===== src/rtl/id_run_stats.sv =====
// id_run_stats: collects statistics on the digit-tail "match runs" reported by the
// identifier recognizer, and keeps the characters of the last completed run for readback.
module id_run_stats #(
    parameter int unsigned CNT_W     = 16,
    parameter int unsigned LEN_W     = 8,
    parameter int unsigned BUF_DEPTH = 8,
    localparam int unsigned IDX_W    = $clog2(BUF_DEPTH)
) (
    input  logic             clk,
    input  logic             reset,
    input  logic [7:0]       char,
    input  logic             match,
    input  logic             flush,
    input  logic             clear,
    input  logic [IDX_W-1:0] rd_idx,
    output logic [7:0]       rd_char,
    output logic [CNT_W-1:0] run_cnt,
    output logic [LEN_W-1:0] last_len,
    output logic [LEN_W-1:0] max_len,
    output logic             run_done
);

    localparam logic [LEN_W-1:0] DEPTH_L  = LEN_W'(BUF_DEPTH);
    localparam logic [IDX_W:0]   FILL_MAX = (IDX_W + 1)'(BUF_DEPTH);

    typedef enum logic {
        IDLE,
        RUN
    } state_t;

    state_t                    state;
    logic [7:0]                char_d;
    logic [LEN_W-1:0]          cur_len;
    logic [BUF_DEPTH-1:0][7:0] cur_buf;
    logic [BUF_DEPTH-1:0][7:0] last_buf;
    logic [IDX_W:0]            last_fill;

    logic [LEN_W-1:0]          base_len;
    logic [LEN_W-1:0]          ext_len;
    logic [LEN_W-1:0]          close_len;
    logic [BUF_DEPTH-1:0][7:0] ext_buf;
    logic [BUF_DEPTH-1:0][7:0] close_buf;
    logic                      close_now;

    // Run as it would look with char_d appended, and the run as it stands if closed now
    always_comb begin
        base_len  = (state == RUN) ? cur_len : '0;
        ext_len   = (base_len == '1) ? base_len : base_len + LEN_W'(1);
        ext_buf   = cur_buf;
        if (base_len < DEPTH_L) begin
            ext_buf[base_len[IDX_W-1:0]] = char_d;
        end
        close_len = match ? ext_len : cur_len;
        close_buf = match ? ext_buf : cur_buf;
        close_now = !clear && (((state == RUN) && !match) || (match && flush));
    end

    // Run tracking FSM with registered statistics; clear beats close beats extend
    always_ff @(posedge clk or posedge reset) begin
        if (reset) begin
            state     <= IDLE;
            char_d    <= '0;
            cur_len   <= '0;
            cur_buf   <= '0;
            last_buf  <= '0;
            last_fill <= '0;
            run_cnt   <= '0;
            last_len  <= '0;
            max_len   <= '0;
            run_done  <= 1'b0;
        end else begin
            char_d   <= char;
            run_done <= 1'b0;
            if (clear) begin
                state     <= IDLE;
                cur_len   <= '0;
                cur_buf   <= '0;
                last_buf  <= '0;
                last_fill <= '0;
                run_cnt   <= '0;
                last_len  <= '0;
                max_len   <= '0;
            end else if (close_now) begin
                state    <= IDLE;
                cur_len  <= '0;
                run_done <= 1'b1;
                if (run_cnt != '1) begin
                    run_cnt <= run_cnt + CNT_W'(1);
                end
                last_len <= close_len;
                if (close_len > max_len) begin
                    max_len <= close_len;
                end
                last_buf  <= close_buf;
                last_fill <= (close_len >= DEPTH_L) ? FILL_MAX : close_len[IDX_W:0];
            end else if (match) begin
                state   <= RUN;
                cur_len <= ext_len;
                cur_buf <= ext_buf;
            end
        end
    end

    // Readback of the last completed run; entries past the captured length read as zero
    always_comb begin
        rd_char = 8'h00;
        if ({1'b0, rd_idx} < last_fill) begin
            rd_char = last_buf[rd_idx];
        end
    end

endmodule


===== config.mk =====
export PLATFORM = sky130hd
export DESIGN_NAME = id_run_stats
export DESIGN_NICKNAME = d
export VERILOG_FILES = /design/src/rtl/id_run_stats.sv
export SDC_FILE = /design/constraint.sdc
export NUM_CORES = 1
export LEC_CHECK = 0
export ABC_CLOCK_PERIOD_IN_PS = 7240
export CORE_MARGIN = 2
export CORE_UTILIZATION = 60
export CTS_CLUSTER_DIAMETER = 30
export DETAILED_ROUTE_END_ITERATION = 12
export GPL_ROUTABILITY_DRIVEN = 0
export HOLD_SLACK_MARGIN = 0.08
export PLACE_DENSITY = 0.81
export SETUP_SLACK_MARGIN = 0.4
export SLEW_MARGIN = 25
export SYNTH_ARGS = -nofsm -noshare
export SYNTH_HDL_FRONTEND = slang
export SYNTH_SLANG_ARGS = --single-unit

===== constraint.sdc =====
create_clock -name clk -period 7.24 [get_ports clk]
set_input_delay 1.086 -clock clk [delete_from_list [all_inputs] [get_ports clk]]
set_output_delay 1.086 -clock clk [all_outputs]
set_load 0.01 [all_outputs]

# --- Word level (Yosys, flattened, before mapping) ---
# Cells that the tools add are included.
op_classes:
  mux: 33
  magnitude_cmp: 7
  addsub: 2
  n_eq_ne: 3
  n_reduce_logical: 13
op_table:
  columns: ["operator", "n"]
  rows:
  - ["two-way mux 64 bit", 6]
  - ["two-way mux 8 bit", 13]
  - ["bitwise mux 64 bit", 1]
  - ["two-way mux 16 bit", 3]
  - ["binary-select mux 8 bit (select 3 bit)", 1]
  - ["demux 8 bit (select 3 bit)", 1]
  - ["adder 16 x 1 -> 16 bit (second input constant)", 1]
  - ["inequality test 16 bit (second input constant)", 1]
  - ["two-way mux 4 bit", 3]
  - ["adder 8 x 1 -> 8 bit (second input constant)", 1]
  - ["equality test 8 bit (second input constant)", 1]
  - [">= comparator 8 x 4 -> 1 bit (second input constant)", 1]
  - ["> comparator 8 bit", 1]
  - ["< comparator 3 x 4 -> 1 bit (second input constant)", 2]
  - ["< comparator 8 x 4 -> 1 bit (second input constant)", 1]
  - ["nonzero test 2 bit", 3]
  - ["two-way mux 1 bit", 5]
  - ["logical AND 1 bit", 4]
  - ["< comparator 3 x 4 -> 1 bit", 1]
  - ["AND reduction 2 bit", 2]
  - [">= comparator 3 x 1 -> 1 bit (second input constant)", 1]
  - ["nonzero test 3 bit", 1]
  - ["logical NOT 1 bit", 2]
  - ["inequality test 2 bit (second input constant)", 1]
  - ["logical OR 1 bit", 1]
totals:
  in_bits: 16
  reg_bits: 182
  word_cells: 82
  output_inout_bits: 41

# --- Longest topological paths before layout ---
# Gate-level depths: netlist (run 1).
logic_depth:
  depth_word: 10
  mapped_depth: 14
  mapped_depth_nobuf: 12

# --- Worst setup path after synthesis (run 1) ---
# OpenSTA, ideal clock, no wires.
synth_timing:
  kind: "input port to flip-flop"
  from: "input match"
  to: "register max_len[1]"
  stages: 12
  path_buffers: 3
  arrival_time_ns: 3.576
  setup_ns: 0.099
  t_required_ns: 7.141
  setup_slack_ns: 3.564
  cell_sequence: "buf_2 clkbuf_1 nand2_1 o311a_1 inv_1 ha_1 and4_1 and3_1 a211o_1 a311o_1 buf_2 a311oi_1"
synth_via:
  elab_chain_len: 6
  word_cells_on_any_way: 13
  classes_between: "1 x order compare; 4 x mux; 8 x reduce/logical"
synth_rtl:
  columns: ["item", "line", "rtl"]
  rows:
  - ["from (decl)", "12", "input logic match,"]
  - ["branches (longest 6 deep; another with > comparator 8 bit)", null, null]
  - ["to (signal assigned)", "92", "max_len <= close_len;"]
  - ["to (decl)", "19", "output logic [LEN_W-1:0] max_len,"]
# Parallel ways; which one is timed is not known. The select of a mux whose other input is x is not followed.
# A chain may end at the register's enable or synchronous reset.

# --- Worst setup path after layout (run 1) ---
layout_timing:
  from: "input rd_idx[1]"
  to: "output rd_char[5]"
layout_via:
  elab_chain_len: 3
  word_cells_on_any_way: 4
  classes_between: "1 x order compare; 3 x mux"
layout_rtl:
  columns: ["item", "line", "rtl"]
  rows:
  - ["from (decl)", "15", "input logic [IDX_W-1:0] rd_idx,"]
  - ["binary-select mux 8 bit (select 3 bit)", "108", "rd_char = last_buf[rd_idx];"]
  - ["two-way mux 8 bit (not written as such)", "108", null]
  - ["two-way mux 8 bit (*)", "107", "if ({1'b0, rd_idx} < last_fill) begin"]
  - ["to (decl)", "16", "output logic [7:0] rd_char,"]
# Mark *: on every way between the ends. The rest lies on a longest branch, timed or not. The select of a mux whose other input is x is not followed.

==> qor.txt, run 1 <==
CTS hold repair buffers - 0
Tmin final - 4680 ps
Syn Inst Count - 898
IO Count - 57
Min-delay worst type - flop to flop
Main synth FF type - dfrtp_1
Outcome - finished clean
Vias in the first global route - 6569
Die height - 127 µm
Via density per instance - 6.20
CTS Buf Count - 17
Crit. End Element - output pin
Syn avg cell area - 10.1 µm²
YS warnings - 0
Crit-path max FO - 17
Layout cells sized above 1 - 8.33%
CP startpoint kind - input port
Initial Util - 61.7%
Critical path buffers and inverters - 2
Register area - 4550 µm²
Largest net degree at the start of global routing - 101
Global-route wire length before repair - 35900 µm
Relative slew slack - 30.3%
HP Start - cur_buf[25]$_DFFE_PP0N_
Clock Tree Root - clkbuf_16
Crit-path cells - clkdlybuf4s50_1 -> ha_1 -> a21o_1 -> a21oi_1 -> nor2_1 -> nor2_1 -> clkdlybuf4s50_1
Slew @ Worst Pin - 1040 ps
Area growth, synth to finish - 13.2%
IO Port Bufs - 56
H-tree Lvls - 4
Placed Instances - 1076
Max_cap viols - 0
CTS Buffer Depth - 2
Final Skew - 12.0 ps
Mapped Nets - 924
Register area share after synthesis - 50.4%
Delay-heaviest family, CP - buffers and inverters
CP max stage delay - 850 ps
Tot GR Track Use - 29.0%
Postcts setup bufs - 0
Residual DRC count - 0
Slew Limit Fails - 0
Fin crit share - 64.7%
Die area - 16000 µm²
Row cnt - 44
Crit Path Class - input port to output pin
Final Setup Violations - 0
Critical path required time - 6150 ps
Leakage - 4.27 nW
FMAX - 213 MHz
Post-CTS Resized - 0
Vias post-DR - 6865
Post-synth ARST share - 100%
Multi-input logic area - 4140 µm²
DIE WIDTH - 127 µm
Antenna cell count - 0
Hold Vio Cnt, Final - 0
DRT Wirelength - 21800 µm
DPL Wire Length - 13900 µm
Initial antenna violation count - 0
FF-to-FF Start - state$_DFFE_PP0P_
Netlist cell types - 58
CTS clk-pin slew, worst paths - 70 ps
Mapped Area - 9030 µm²
Unrepaired setup endpoints after global routing - no
CORE AREA - 14600 µm²
TritonCTS clock tree - done
Critical path's slowest cell - clkdlybuf4s50_1
Fillers - 1077
Drt pass-1 iters - 5
Nets - 937
Seq cells post-synth - 182
Antenna-violating nets left - 0
Clk_lat worst skew - 430 ps
Worst VDD drop - 0.192 mV
EDFF count, synth - 0
Pwr dens - 219 nW/µm²
WL/cell - 19.7 µm
Crit path from - rd_idx[1]
Setup tns final - 0 ps
Grt total ovfl - 0
Initial DRC Count - 880
CTS Sinks - 182
Worst EP arrival - 3600 ps
Non-Filler Instances - 1108
worst register-to-register path: stages (launching register included):
cell,delay (ps)
dfrtp_1,660
nand4_1,270
o311ai_0,500
nand3_1,140
o311a_1,200
inv_1,130
ha_1,240
and4_1,190
and3_1,190
a211o_1,310
a311o_1,470
a21oi_1,200
a311oi_1,70
stage by stage:
step	hold WS (ps)	instance area, µm²	setup WS [ps]	utilization (%)	power, mW
final	519	10200	2560	69.8	2.24
after global routing	537	10200	2360	69.8	2.32
after CTS	522	10200	2400	69.8	2.25
after global placement	497	9630	2510	65.7	1.32
after floorplan	486	9030	1210	-	1.25
after detailed placement	511	9630	2430	65.7	1.32
synth_stat cells (2+ instances only):
cell type    n  area (µm²)
nand4_1      3        18.8
nor3_1       4        20.0
buf_4        5        37.5
clkbuf_1    47         176
ha_1        10         125
and3_1       5        31.3
xnor2_1      5        43.8
mux2i_1     90         901
inv_1       15        56.3
a41oi_1      2        17.5
nor2b_1      3        18.8
and2_1       5        31.3
or4_1        2        15.0
a211oi_1    68         510
o21ai_0      8        40.0
a31oi_1      3        18.8
nand2b_1     5        31.3
mux4_2      16         360
nor2_1     133         499
and4_1       5        43.8
nor4_2       2        25.0
nand3_1     24         120
nor3b_1      3        22.5
a311oi_1     4        35.0
a21oi_1     70         350
nand2_1    119         447
buf_2       16        80.1
o311a_1      2        20.0
a211o_1      2        17.5
buf_1        4        15.0
dfrtp_1    182        4550
xor2_1      10        87.6
routing by layer:
metal	vias up	global-route usage, %	wire (µm)
met4	0	9.83	486
li1	3198	-	-
met5	-	0	0
met3	32	6.54	1510
met2	223	42.4	10100
met1	3412	43.2	9780
report_power, final:
part	leakage, nW	internal, mW	switching [mW]	total (mW)
combinational	1.51	0.0835	0.125	0.209
sequential	2.48	1.05	0.0482	1.10
clock	0.279	0.517	0.414	0.931
flip-flops by register name (all words and copies together), names as in the netlist:
signal / cells
cur_buf: 64
last_buf: 64
run_cnt: 16
char_d: 8
cur_len: 8
last_len: 8
max_len: 8
last_fill: 4
run_done: 1
state: 1
path summary, 6_finish.rpt:
path                                            endpoint  slack [ps]  depth (start not counted)
max in group asynchronous       last_buf[45]$_DFFE_PP0N_        4880                          3
worst min-delay path             cur_buf[25]$_DFFE_PP0N_         520                          2
worst min register to register   cur_buf[25]$_DFFE_PP0N_         520                          2
min in group asynchronous        cur_buf[47]$_DFFE_PP0N_        1140                          2
worst max-delay path                          rd_char[5]        2560                          7
worst max register to register    max_len[5]$_DFFE_PP0P_        3520                         12
area by class of cell:
class | count | share of cell area [%]
inverters | 15 | 0.600
clock buffers | 17 | 4.16
flip-flops and latches | 182 | 44.6
well taps | 184 | 2.25
clock inverters | 15 | 1.68
multi-input cells | 628 | 40.5
repair buffers | 67 | 6.22
kinds of logic (layout without fill, tap and decap cells):
kind of cell	after synthesis	in the layout	share of synthesized area, %
AOI/OAI and AO/OA	171	171	12.3
xor gates and xnor gates	15	15	1.45
buffers and inverters	88	114	4.17
DFF	182	182	50.4
adders and majority gates	10	10	1.39
muxes	106	106	14.0
and+or+nand+nor	326	326	16.3
placed cells by master (no fill, tap or decap), types with 10 or more instances in the layout:
cell / Yosys / final
dfrtp_1: 182 / 182
nor2_1: 133 / 133
nand2_1: 119 / 119
mux2i_1: 90 / 89
a21oi_1: 70 / 70
a211oi_1: 68 / 68
clkdlybuf4s50_1: 0 / 54
nand3_1: 24 / 24
clkbuf_16: 0 / 17
mux4_2: 16 / 16
inv_1: 15 / 14
buf_4: 5 / 12
xor2_1: 10 / 10
ha_1: 10 / 10
(Power assumes the default switching activity.)
==> run 2: changes to the inputs <==
Settings changed: ABC_CLOCK_PERIOD_IN_PS 7240 to 4600.
Clock period 7.24 ns to 4.6 ns, I/O delays scaled along.
==> run 2 against run 1 <==
First-iteration DRC count fell by 16%. Wire length down 3.2%. Sequential power increased by 55%. Sequential share of layout area shrank 0.53 points. Clock power up 55%. Die area stayed put. Cell count is 1.1% higher. Global-route usage down 1.1 points.
==> qor.txt, run 2 (synthesis gave the netlist of run 1 again) <==
Outcome - finished clean
Most common cell after layout, fill and taps aside - dfrtp_1
WL/cell - 18.9 µm (-4.3%)
DIE WIDTH - 127 µm (unchanged)
Hold Path Cell Cnt - 2 (unchanged)
Logic gate share of total power - 10.0% (+0.7 points)
Largest net degree at the start of global routing - 124 (+23%)
Worst slack, placed - 627 ps (-1810 ps)
Pwr dens - 339 nW/µm² (+55%)
IO Count - 57 (unchanged)
Min-delay worst type - flop to flop
Die height - 127 µm (unchanged)
Core Util, Final - 70.6% (+0.84 points)
Max_cap viols - 0 (unchanged)
Via density per instance - 6.20 (+0.11%)
Share of power burned in registers - 48.8% (-0.3 points)
CTS Buf Count - 17 (unchanged)
Vias post-DR - 6947 (+1.2%)
Clk pwr share - 41.2% (-0.4 points)
Post-CTS Resized - 0 (unchanged)
Postcts setup bufs - 0 (unchanged)
Area growth, synth to finish - 14.5%
Fin crit share - 82.6%
Post-DP Area - 9730 µm² (+1.1%)
Antenna-violating nets left - 0 (unchanged)
Hold EP - cur_buf[42]$_DFFE_PP0N_
PnR worst setup slack - 802 ps (-1750 ps)
Pwr Total - 3.50 mW (+56%)
IO Port Bufs - 56 (unchanged)
CTS Buffer Depth - 2 (unchanged)
Drt pass-1 iters - 5 (unchanged)
Initial Util - 61.7% (unchanged)
Final Cell Area - 10300 µm² (+1.2%)
Sw Share - 26.6% (+0.33 points)
Crit Path Class - input port to output pin
Unrepaired setup endpoints after global routing - no
Residual DRC count - 0 (unchanged)
Slew Limit Fails - 0 (unchanged)
Worst r2r path cells - 11 (-1)
Internal power - 2.57 mW (+56%)
Initial antenna violation count - 0 (unchanged)
CTS hold repair buffers - 0 (unchanged)
Most frequent cells in the layout - dfrtp_1, nor2_1, nand2_1
TritonCTS clock tree - done
Slew @ Worst Pin - 958 ps (-87.0 ps)
Leakage - 4.34 nW (+1.6%)
Initial DRC Count - 741 (-16%)
Final Skew - 9.36 ps (-2.62 ps)
Final Setup Violations - 0 (unchanged)
Largest registers - cur_buf (64), last_buf (64), run_cnt (16)
CP max stage delay - 790 ps (-60 ps)
DPL Wire Length - 13700 µm (-2.0%)
Net Sw Power - 931 µW (+58%)
Tmin final - 3800 ps
Clk_lat worst skew - 440 ps (about the same)
Crit. End Element - output pin
Vias in the first global route - 6516 (-0.81%)
Clock Tree Root - clkbuf_16
Setup tns final - 0 ps (unchanged)
Die area - 16000 µm² (unchanged)
DRT Wirelength - 21100 µm (-3.2%)
FMAX - 263 MHz
Relative slew slack - 35.3% (+5.0 points)
Worst VDD drop - 0.303 mV (+58%)
CTS clk-pin slew, worst paths - 70 ps (about the same)
Layout cells sized above 1 - 9.40% (+1.1 points)
Worst EP arrival - 3110 ps (-490 ps)
Hold Vio Cnt, Final - 0 (unchanged)
R2R setup slack - 980 ps (-2540 ps)
Nets - 949 (+1.3%)
Global-route wire length before repair - 34600 µm (-3.7%)
FF-to-FF Start - state$_DFFE_PP0P_
Grt total ovfl - 0 (unchanged)
Critical path's slowest cell - clkdlybuf4s50_1
H-tree Lvls - 4 (unchanged)
CORE AREA - 14600 µm² (unchanged)
RR Endpoint - max_len[2]$_DFFE_PP0P_
Tot GR Track Use - 27.8% (-1.1 points)
Row cnt - 44 (unchanged)
CTS Sinks - 182 (unchanged)
CP startpoint kind - input port
HP Start - cur_buf[42]$_DFFE_PP0N_
Critical path required time - 3910 ps (-2240 ps)
Crit-path cells - clkdlybuf4s50_1 -> ha_1 -> a21o_1 -> a21oi_1 -> nor2_1 -> nor2_1 -> clkdlybuf4s50_1
Crit-path max FO - 9 (-8)
Antenna cell count - 0 (unchanged)
## run 2: metrics by stage
step / hold slack (ps) / std cells
after floorplan: 486 / 898
after global placement: 501 / 1087
after detailed placement: 509 / 1087
after CTS: 521 / 1119
after global routing: 540 / 1120
final: 518 / 1120
## run 2: worst max-delay path: cells and delay by family
kind,cells,cell delay (ps)
AOI/OAI and AO/OA,2,430
adders and majority gates,1,320
buffers and inverters,2,1330
and+or+nand+nor,2,330
## run 2: area by class of cell
type                       instances  area [µm²]
clock buffer                      18         439
clock inverter                    14         141
fill                            1057        4300
inverter                          15        60.1
multi-input combinational        628        4140
sequential                       182        4550
tap                              184         230
timing repair buffer              79         776
## run 2: how the worst max path moves through the flow
stage,startpoint,end,cells after the start
3_5_place_dp,match,max_len[1]$_DFFE_PP0P_,11
3_3_place_gp,match,max_len[5]$_DFFE_PP0P_,11
4_1_cts,rd_idx[1],rd_char[6],7
2_1_floorplan,match,max_len[1]$_DFFE_PP0P_,12
5_1_grt,state$_DFFE_PP0P_,max_len[3]$_DFFE_PP0P_,12
6_report,rd_idx[1],rd_char[4],7
## run 2: per-layer routing
layer | wire, µm | share of wire (%) | vias up | GRT usage, %
met3 | 1440 | 6.8 | 38 | 6.54
met4 | 384 | 1.8 | 0 | 8.02
met5 | 0 | 0 | - | 0
met2 | 9770 | 46 | 242 | 41.0
met1 | 9540 | 45 | 3458 | 42.0
li1 | - | - | 3209 | -
## run 2: power groups by stage
stage	Sequential [mW]	Combinational, mW	Clock, mW
after floorplan	1.72	0.246	0
after global placement	1.74	0.338	0
after detailed placement	1.74	0.347	0
after CTS	1.71	0.349	1.45
after global routing	1.72	0.387	1.53
final	1.71	0.350	1.44
